$ cat src/rtl/tdm_demux4.sv
// tdm_demux4 - sequential 1-to-4 time-division demultiplexer.
//
// Collects one lane-wide sample per enabled clock in slot order 0..3 and
// publishes the rebuilt 4-lane word with a one-cycle valid strobe. The slot
// counter is fed back upstream as the 4:1 mux select.
//
// Ports:
//   clk      - clock, rising edge
//   rst      - asynchronous active-high reset
//   en       - sample qualifier; din/sync consumed only when high
//   sync     - marks din as slot 0 of a new frame
//   din      - serial lane sample (W bits)
//   sel      - slot expected this cycle (upstream mux select)
//   y        - reconstructed word, lane k at y[k*W +: W]
//   valid    - one-cycle pulse when y updates
//   sync_err - sticky flag, sync seen mid-frame
//
// state | meaning
// ------+-----------------------------------------------
// IDLE  | waiting for the first sync, slot held at 0
// RUN   | capturing frames; slot counts 0..3 and wraps

module tdm_demux4 #(
  parameter int W = 1
) (
  input  logic           clk,
  input  logic           rst,
  input  logic           en,
  input  logic           sync,
  input  logic [W-1:0]   din,
  output logic [1:0]     sel,
  output logic [4*W-1:0] y,
  output logic           valid,
  output logic           sync_err
);

  typedef enum logic {IDLE, RUN} state_t;

  state_t           state, state_nxt;
  logic [1:0]       slot, slot_nxt;
  // lanes 0..2 of the frame in progress; lane 3 comes straight from din
  logic [3*W-1:0]   shadow, shadow_nxt;
  logic [4*W-1:0]   y_nxt;
  logic             valid_nxt;
  logic             err_nxt;

  always_ff @(posedge clk or posedge rst) begin
    if (rst) begin
      state    <= IDLE;
      slot     <= 2'd0;
      shadow   <= '0;
      y        <= '0;
      valid    <= 1'b0;
      sync_err <= 1'b0;
    end else begin
      state    <= state_nxt;
      slot     <= slot_nxt;
      shadow   <= shadow_nxt;
      y        <= y_nxt;
      valid    <= valid_nxt;
      sync_err <= err_nxt;
    end
  end

  always_comb begin
    state_nxt  = state;
    slot_nxt   = slot;
    shadow_nxt = shadow;
    y_nxt      = y;
    valid_nxt  = 1'b0;
    err_nxt    = sync_err;

    if (en) begin
      case (state)
        IDLE: begin
          if (sync) begin
            shadow_nxt[0 +: W] = din;
            slot_nxt           = 2'd1;
            state_nxt          = RUN;
          end
        end
        RUN: begin
          if (sync && (slot != 2'd0)) begin
            // resync: drop the partial frame, this sample is the new slot 0
            shadow_nxt[0 +: W] = din;
            slot_nxt           = 2'd1;
            err_nxt            = 1'b1;
          end else begin
            case (slot)
              2'd0: shadow_nxt[0 +: W] = din;
              2'd1: shadow_nxt[W +: W] = din;
              2'd2: shadow_nxt[2*W +: W] = din;
              default: begin
                y_nxt     = {din, shadow};
                valid_nxt = 1'b1;
              end
            endcase
            slot_nxt = slot + 2'd1;
          end
        end
        default: state_nxt = IDLE;
      endcase
    end
  end

  assign sel = slot;

endmodule

$ cat config.mk
export PLATFORM = sky130hd
export DESIGN_NAME = tdm_demux4
export DESIGN_NICKNAME = d
export VERILOG_FILES = /design/src/rtl/tdm_demux4.sv
export SDC_FILE = /design/constraint.sdc
export NUM_CORES = 1
export LEC_CHECK = 0
export ABC_AREA = 0
export CORE_AREA = 2 2 39 41
export CTS_BUF_LIST = sky130_fd_sc_hd__clkbuf_8
export CTS_CLUSTER_SIZE = 16
export DETAILED_ROUTE_END_ITERATION = 8
export DIE_AREA = 0 0 41 43
export DONT_BUFFER_PORTS = 1
export GPL_TIMING_DRIVEN = 0
export PLACE_DENSITY = 0.63
export SLEW_MARGIN = 0
export SYNTH_ARGS = -nofsm -noshare
export SYNTH_HDL_FRONTEND = slang
export SYNTH_SLANG_ARGS = --single-unit
$ cat constraint.sdc
create_clock -name clk -period 2.2 [get_ports clk]
set_clock_uncertainty 0.15 [all_clocks]
set_input_delay 0.11 -clock clk [delete_from_list [all_inputs] [get_ports clk]]
set_output_delay 0.11 -clock clk [all_outputs]
set_load 0.02 [all_outputs]
# Word-level counts from Yosys, hierarchy flattened
# Index checks and enable logic that the tools add are counted.
[totals] ff_bits=12 latch_bits=0 ramBits=0 mem_bits_ro=0 inputBits=5 out_inout_bits=8 mem_count=0
[classes] add_sub_neg=1 n_mul=0 div=0 n_lt_le_gt_ge=0 eq_ne=4 n_shift=0 mux=13 bitwise=3 reduce_logical=10
[ops] op="4-bit AND reduction" count=3
[ops] op="1-bit two-way mux" count=9
[ops] op="3-bit AND reduction" count=2
[ops] op="2-bit two-way mux" count=2
[ops] op="2-bit one-hot mux with 2 select lines" count=1
[ops] op="3-bit by 1-bit inequality test with 1-bit output (second input constant)" count=1
[ops] op="1-bit inverter" count=3
[ops] op="3-bit OR reduction" count=1
[ops] op="2-bit by 1-bit adder with 2-bit output (second input constant)" count=1
[ops] op="2-bit by 1-bit == test with 1-bit output (second input constant)" count=1
[ops] op="2-bit == test (second input constant)" count=1
[ops] op="2-bit zero test" count=1
[ops] op="2-bit inequality test (second input constant)" count=1
[ops] op="1-bit one-hot mux with 2 select lines" count=1
[ops] op="2-bit AND reduction" count=1
[ops] op="2-bit nonzero test" count=1
[ops] op="1-bit logical AND" count=1

# Depth between registers and ports, before layout
# Gate-level depths: netlist (run 1).
[depth] word_depth=6 mapped_depth=5 ltp_nobuf=5

# Least setup slack after synthesis (run 1)
# OpenSTA, ideal clock, no wires.
[synth_timing] kind="flip-flop to flip-flop" startpoint="register slot[0] (netlist: sel[0])" endpoint="register y[0]" arrival_ps=1457 required_ps=1925 path_slack_ps=468 path_stages_with_launch=6 path_buffers=0 synth_period_minus_slack_ps=1732 path_cell_list="dfrtp_1 -> inv_1 -> ha_1 -> nand2b_4 -> nand4_4 -> mux2_2"
[synth_between] elab_chain_cells=4 elab_cells_between_ends=9 cone_classes="eq/ne: 2; bitwise: 2; reduce/logical: 5"
[synth_lines] item="start, declared" line_no="40" rtl="logic [1:0] slot, slot_nxt;"
[synth_lines] item="start signal, assigned" line_no="57" rtl="slot <= slot_nxt;"
[synth_lines] item="2-bit by 1-bit == test with 1-bit output (tied with other cells)" line_no="89" rtl="case (slot)"
[synth_lines] item="3-bit OR reduction (no line) / 1-bit logical AND (equally long branches)"
[synth_lines] item="1-bit inverter (no line)"
[synth_lines] item="4-bit AND reduction (no line) *"
[synth_lines] item="end signal, assigned" line_no="59" rtl="y <= y_nxt;"
[synth_lines] item="end, declared" line_no="32" rtl="output logic [4*W-1:0] y,"
# Every way passes the cells marked *; elsewhere a longest branch is shown, timed or not.
# A chain may end at the register's enable or synchronous reset.

# Final worst setup path (run 1)
[layout_timing] startpoint="register slot[0] (netlist: sel[0])" endpoint="register y[1]"
# Same word-level chain as after synthesis.

==> results of run 1 <==
-- metal layers --
| layer | up-vias | wire [um] |
|---|---|---|
| li1 | 181 | - |
| met1 | 165 | 419 |
| met2 | 8 | 461 |
| met3 | 4 | 40 |
| met4 | 0 | 37 |
| met5 | - | 0 |
-- logic make-up after synthesis --
group / count (synthesis)
AOI/OAI and AO/OA: 7
adders and majority gates: 4
muxes: 7
and+or+nand+nor: 11
buffers and inverters: 7
DFF: 12
-- power groups by stage --
| stage | Clock, mW | Sequential (mW) | Combinational [mW] |
|---|---|---|---|
| floorplan | 0 | 0.427 | 0.177 |
| global placement | 0 | 0.442 | 0.198 |
| detailed placement | 0 | 0.445 | 0.203 |
| CTS | 0.251 | 0.440 | 0.213 |
| global route | 0.262 | 0.454 | 0.241 |
| finish | 0.242 | 0.438 | 0.209 |
-- critical path: cells and delay by family, from the launching register on --
kind	cells	cell delay (ns)
flops	1	0.57
mux	1	0.34
simple gates	2	0.32
fa+ha+maj	1	0.26
buf+inv	1	0.12
-- flip-flops by register name (all words and copies together), names as in the netlist --
name / count
sel: 2
shadow: 3
state: 1
sync_err: 1
valid: 1
y: 4
-- stage by stage --
stage	instances	util, %	hold WS [ns]	setup slack, ns	power (mW)
5_1_grt	73	51.8	0.0998	0.224	0.956
3_5_place_dp	64	44.2	-0.108	0.321	0.648
4_1_cts	73	51.8	0.0525	0.308	0.905
2_1_floorplan	48	-	-0.175	0.468	0.604
3_3_place_gp	64	44.2	-0.117	0.353	0.640
6_report	73	51.8	0.0586	0.317	0.889
-- final timing paths --
path / startpoint / end / slack [ns] / cells after the start
worst max-delay path: sel[0] / y[1] / 0.32 / 5
worst min-delay path: sync / shadow[0] / 0.06 / 3
worst max register to register: sel[0] / y[1] / 0.32 / 5
worst min register to register: shadow[1] / shadow[1] / 0.35 / 1
max in group asynchronous: rst / shadow[0] / 1.43 / 2
min in group asynchronous: rst / sel[1] / 0.16 / 2
-- cells in the final DEF, fill, tap and decap left out, drive strengths merged, types with 4 or more instances in the layout --
| master | instances |
|---|---|
| nand2 | 4 |
| ha | 4 |
| inv | 5 |
| mux2 | 7 |
| nand4 | 4 |
| dfrtp | 12 |
| clkbuf | 4 |
| dlygate4sd3 | 5 |
-- cell type report --
type	instances	share of cell area, %
clock buffer	4	7.68
sequential	12	41.9
buffer	2	3.14
inverter	5	2.62
tap	16	2.79
multi-input combinational	29	34.9
timing repair buffer	5	6.98
-- what timing repair did --
item,CTS,global route
hold buffers,5,0
setup buffers,0,0
endpoints found under the hold margin,21,0
==> impl_results.md, run 1 <==
* IO buf count at 0
* Pin count of the biggest net entering global routing at 13
* Routing usage on met3 at between 5 and 6%
* YS warnings at 0
* Detailed Routing Iterations Pass 1 at 4
* Synthesized area per cell at roughly 12 um^2
* Core box area at approximately 1400 um^2
* Sw Share at 35.1%
* RSZ-0062 raised after global routing: false
* Syn_nets at 57
* Clk sinks at 12
* RD Place Congestion at 0.746
* Type of the most critical hold path: primary input to register
* Clk root buf: clkbuf_8
* Routed Wire Length at 959 um
* Vias per cell at between 4 and 5
* Met2 usage at roughly a fifth
* Routed Antenna Nets at 0
* Top Usage Layer GRT: met2
* Ant. Diodes at 0
* Adder-cell area share of the yosys netlist at about 8.5%
* H-Tree Depth at 1
* Worst Setup End Kind: register
* Post-Synth Simple-Gate Area at 13.5%
* Critical path startpoint category: register
* Sequential share of power at 49.3%
* CP arrival at between 1.5 and 2 ns
* Mapped Cells at 48
* F_max at ~530 MHz
* Fin. Hold Viols at 0
* Worst Tran Pin Value at around 0.44 ns
* WL/cell at between 10 and 15 um
* GR Util met1 at approximately a fifth
* Final net count at 67
* Setup violators final at 0
* CP Data Required Time at about 2.2 ns
* Die area at between 1500 and 2000 um^2
* Initial antenna violation count at 0
* EDFF count, synth at 0
* Layout cell share with drive strength beyond 1 at 26.3%
* Synthesized area at just under 600 um^2
* Part of the power in combinational logic at between 20% and 30%
* Max-cap violation count at 0
* Leak at roughly 0.33 nW
* Synth-to-Final Area Change at 21.1%
* Total negative slack at 0 ns
* Slowest stage cell, crit path: dfrtp_1
* Fin crit share at 85.6%
* Cell row count at 14
* Worst-Skew Late Latency at around 0.24 ns
* Mux cell area share after synthesis at between 10% and 20%
* Pwr Density at approximately 1200 nW/um^2
* Clock Path Buffers at 2
* VDD IR-drop max at between 0.5 and 0.6 mV
* Post-synthesis share of cell area spent on xor and xnor gates at 0%
* Async S/R FF share, synth at between 90% and 100%
* Area after DPL at between 600 and 700 um^2
* FF+latch area at about 300 um^2
* Fillers at 124
* Final min period at between 1.5 and 2 ns
* Clock share of power at approximately 27%
* Vias in the first global route at 387
* DRC violations left at 0
* Synth unique cells at 16
* Most area-consuming cells after synthesis: dfrtp_1 (51%), mux2_2 (13%), ha_1 (8.5%)
* Largest family of logic cells by synthesized area: simple AND/OR/NAND/NOR gates
* Yosys reg bits at 12
* Gr usage total at between 10% and 20%
* DIE WIDTH at between 40 and 50 um
* CP cell instances: inv_1 > ha_1 > nand2b_4 > nand4_4 > mux2_2
* Crit Path Max Fanout at 8
* Yosys top cell by area: dfrtp_1
* Switching pwr at slightly above 300 uW
* Final Cell Area at between 700 and 800 um^2
* First-pass GRT wire length at 1730 um
* Post-synthesis sequential area ratio at 50.7%
* Final Slew Violations at 0
* Die Ht at approximately 43 um
* CP max stage delay at about 0.57 ns
* Clock-pin slew on the worst setup and hold paths at 0.06 ns
* DP HPWL at about 650 um
* Most frequent cells after synthesis: dfrtp_1 (12), mux2_2 (7), inv_1 (5), ha_1 (4), nand2_1 (4)
* Max transition margin at about 71%
* Status: finished, final reports clean
* Int Power at roughly 580 uW
* CTS buffer count at 3
* # IOs at 13
* Remaining Overflow, GRT at 0
* Top_reg_cell synth: dfrtp_1
* Top-count cell post-synth: dfrtp_1
* Post-synth top area share at 50.7%
* CTS tree: built
* Worst Setup Path Type: register to register
* Area of the multi-input gates at roughly 250 um^2
* Compound-gate portion of the synthesized area at 6.98%
* Vias after detailed routing at 358
* Starting DRT DRC Count at 7
* Cts repair resizes at 0
* Initial Utilization at about 43%
Power figures use the tool's default switching activity.
==> inputs of run 2 (changes only) <==
--- a/config.mk
+++ b/config.mk
@@ -6,6 +6,8 @@
 export NUM_CORES = 1
 export LEC_CHECK = 0
 export ABC_AREA = 0
+export CELL_PAD_IN_SITES_DETAIL_PLACEMENT = 0
+export CELL_PAD_IN_SITES_GLOBAL_PLACEMENT = 1
 export CORE_AREA = 2 2 39 41
 export CTS_BUF_LIST = sky130_fd_sc_hd__clkbuf_8
 export CTS_CLUSTER_SIZE = 16
@@ -13,7 +15,7 @@
 export DIE_AREA = 0 0 41 43
 export DONT_BUFFER_PORTS = 1
 export GPL_TIMING_DRIVEN = 0
-export PLACE_DENSITY = 0.63
+export PLACE_DENSITY = 0.8
 export SLEW_MARGIN = 0
 export SYNTH_ARGS = -nofsm -noshare
 export SYNTH_HDL_FRONTEND = slang
==> run 2 against run 1 <==
Against the previous run:
- sequential share of layout area grew 1.4 points
- via count increased by 0.28%
- highest routed layer unchanged
- critical path type unchanged
- clock-buffer cell count decreased by 1
- largest cell class unchanged
- critical endpoint unchanged
- sequential cell count unchanged
- combinational power grew 2%
- register-to-register slack barely moved
- utilization fell by 1.7 points
==> impl_results.md, run 2 (synthesis gave the netlist of run 1 again) <==
* Status: finished, final reports clean
* CTS buffer count at 3
* Final min period at 1.89 ns
* Worst Tran Pin Value at ~0.46 ns
* CP max stage delay at about 0.58 ns
* Final Slew Violations at 0
* Synth-to-Final Area Change at 17.1%
* Commonest cells after routing, fill and taps aside: dfrtp_1 (12), mux2_2 (7), inv_1 (5)
* Cts repair resizes at 0
* Critical path startpoint category: register
* Clock-pin slew on the worst setup and hold paths at around 0.050 ns
* Met2 usage at between 20% and 30%
* Fillers at 136
* Starting DRT DRC Count at 3
* Worst-Skew Late Latency at roughly 0.23 ns
* GR Util met1 at 20.5%
* Final net count at 66
* First-pass GRT wire length at 1810 um
* Type of the most critical hold path: primary input to register
* CP Data Required Time at between 2 and 2.5 ns
* Routing usage on met3 at approximately 5.2%
* Clk root buf: clkbuf_8
* Pin count of the biggest net entering global routing at 13
* Core box area at approximately 1400 um^2
* Crit path buffers/inverters at 1
* DIE WIDTH at 41 um
* Remaining Overflow, GRT at 0
* Post-layout util at 50.1%
* Vias in the first global route at ~400
* VDD IR-drop max at about 0.5 mV
* Worst Setup Path Type: register to register
* Routed Wire Length at 990 um
* Total negative slack at 0 ns
* Fin crit share at 85.9%
* Max-cap violation count at 0
* Setup violators final at 0
* RD Place Congestion at about 0.75
* Crit Path Max Fanout at 8
* Die area at between 1500 and 2000 um^2
* WL/cell at about 14 um
* Clock Path Buffers at 2
* Cell row count at 14
* FF+latch area at between 300 and 400 um^2
* F_max at 529 MHz
* CTS tree: built
* DP HPWL at about 700 um
* Fin. Hold Viols at 0
* RSZ-0062 raised after global routing: false
* Leak at 0.320 nW
* Most common cell after layout, fill and taps aside: dfrtp_1
* IO buf count at 0
* Crit path max-delay family: flip-flops
* Initial antenna violation count at 0
* Ant. Diodes at 0
* Pwr Density at roughly 1200 nW/um^2
* Post-place setup slack at between 0.3 and 0.4 ns
* Placed cells at 64
* Initial Utilization at 42.8%
* Detailed Routing Iterations Pass 1 at 2
* Gr usage total at ~16%
* # IOs at 13
* Final WS setup at just over 0.3 ns
* CP cell instances: inv_1 > ha_1 > nand2b_4 > nand4_4 > mux2_2
* Worst Setup End Kind: register
* DRC violations left at 0
* Max transition margin at a little over two thirds
* CP arrival at around 1.9 ns
* Max reg flops at 4
* Die Ht at around 43 um
* Vias after detailed routing at roughly 360
* Layout cell share with drive strength beyond 1 at 25.5%
* Slowest stage cell, crit path: dfrtp_1
* Area of the multi-input gates at 250 um^2
* Pwr Total at 846 uW
* Routed Antenna Nets at 0
* H-Tree Depth at 1
* Top reg by flops: y
* Vias per cell at roughly 5.1
* Clk sinks at 12
* Top Usage Layer GRT: met2
* Non-filler cells, final at a little over 70
==> run 2: cell types whose count changed in the layout (fill, tap and decap cells not counted) <==
cell	change
dlygate4sd3_1	-1
clkbuf_8	-1
==> run 2: layout make-up <==
cell class              instances  area share [%]
plain buffers                   2            3.25
clock buffers                   3            5.96
inverters                       5            2.71
multi-input cells              29            36.1
flip-flops and latches         12            43.3
well taps                      16            2.89
repair buffers                  4            5.78
==> run 2: path summary, 6_finish.rpt <==
kind / from / endpoint / slack, ns / depth (start not counted)
min reg2reg: shadow[0] / y[0] / 0.35 / 1
max reg2reg: sel[0] / y[1] / 0.31 / 5
max: sel[0] / y[1] / 0.31 / 5
min in group asynchronous: rst / sel[1] / 0.17 / 2
min: en / sel[1] / 0.02 / 3
max in group asynchronous: rst / valid / 1.41 / 2
==> run 2: worst register-to-register path, delay by kind of cell (launching register included) <==
kind | cells | cell delay (ns)
adders and majority gates | 1 | 0.25
buffers and inverters | 1 | 0.12
DFF | 1 | 0.58
muxes | 1 | 0.35
and+or+nand+nor | 2 | 0.31
==> run 2: per-layer routing <==
metal,wire length [um],vias to the layer above
li1,-,179
met1,436,174
met2,513,4
met3,32,2
met4,8,0
met5,0,-
==> run 2: stage by stage <==
stage	area [um^2]	hold slack (ns)
after CTS	693	0.0215
after global placement	612	-0.120
after global routing	693	0.0430
final	693	0.0248
after floorplan	592	-0.175
after detailed placement	612	-0.115
==> run 2: repair_timing <==
item / 4_1_cts / 5_1_grt
setup buffers: 0 / 0
hold buffers: 4 / 0
hold endpoints to repair: 20 / 0
==> run 2: power breakdown <==
group	leakage, nW	switching [mW]	internal [mW]
combinational	0.159	0.0954	0.118
sequential	0.139	0.141	0.303
clock	0.0216	0.0690	0.120
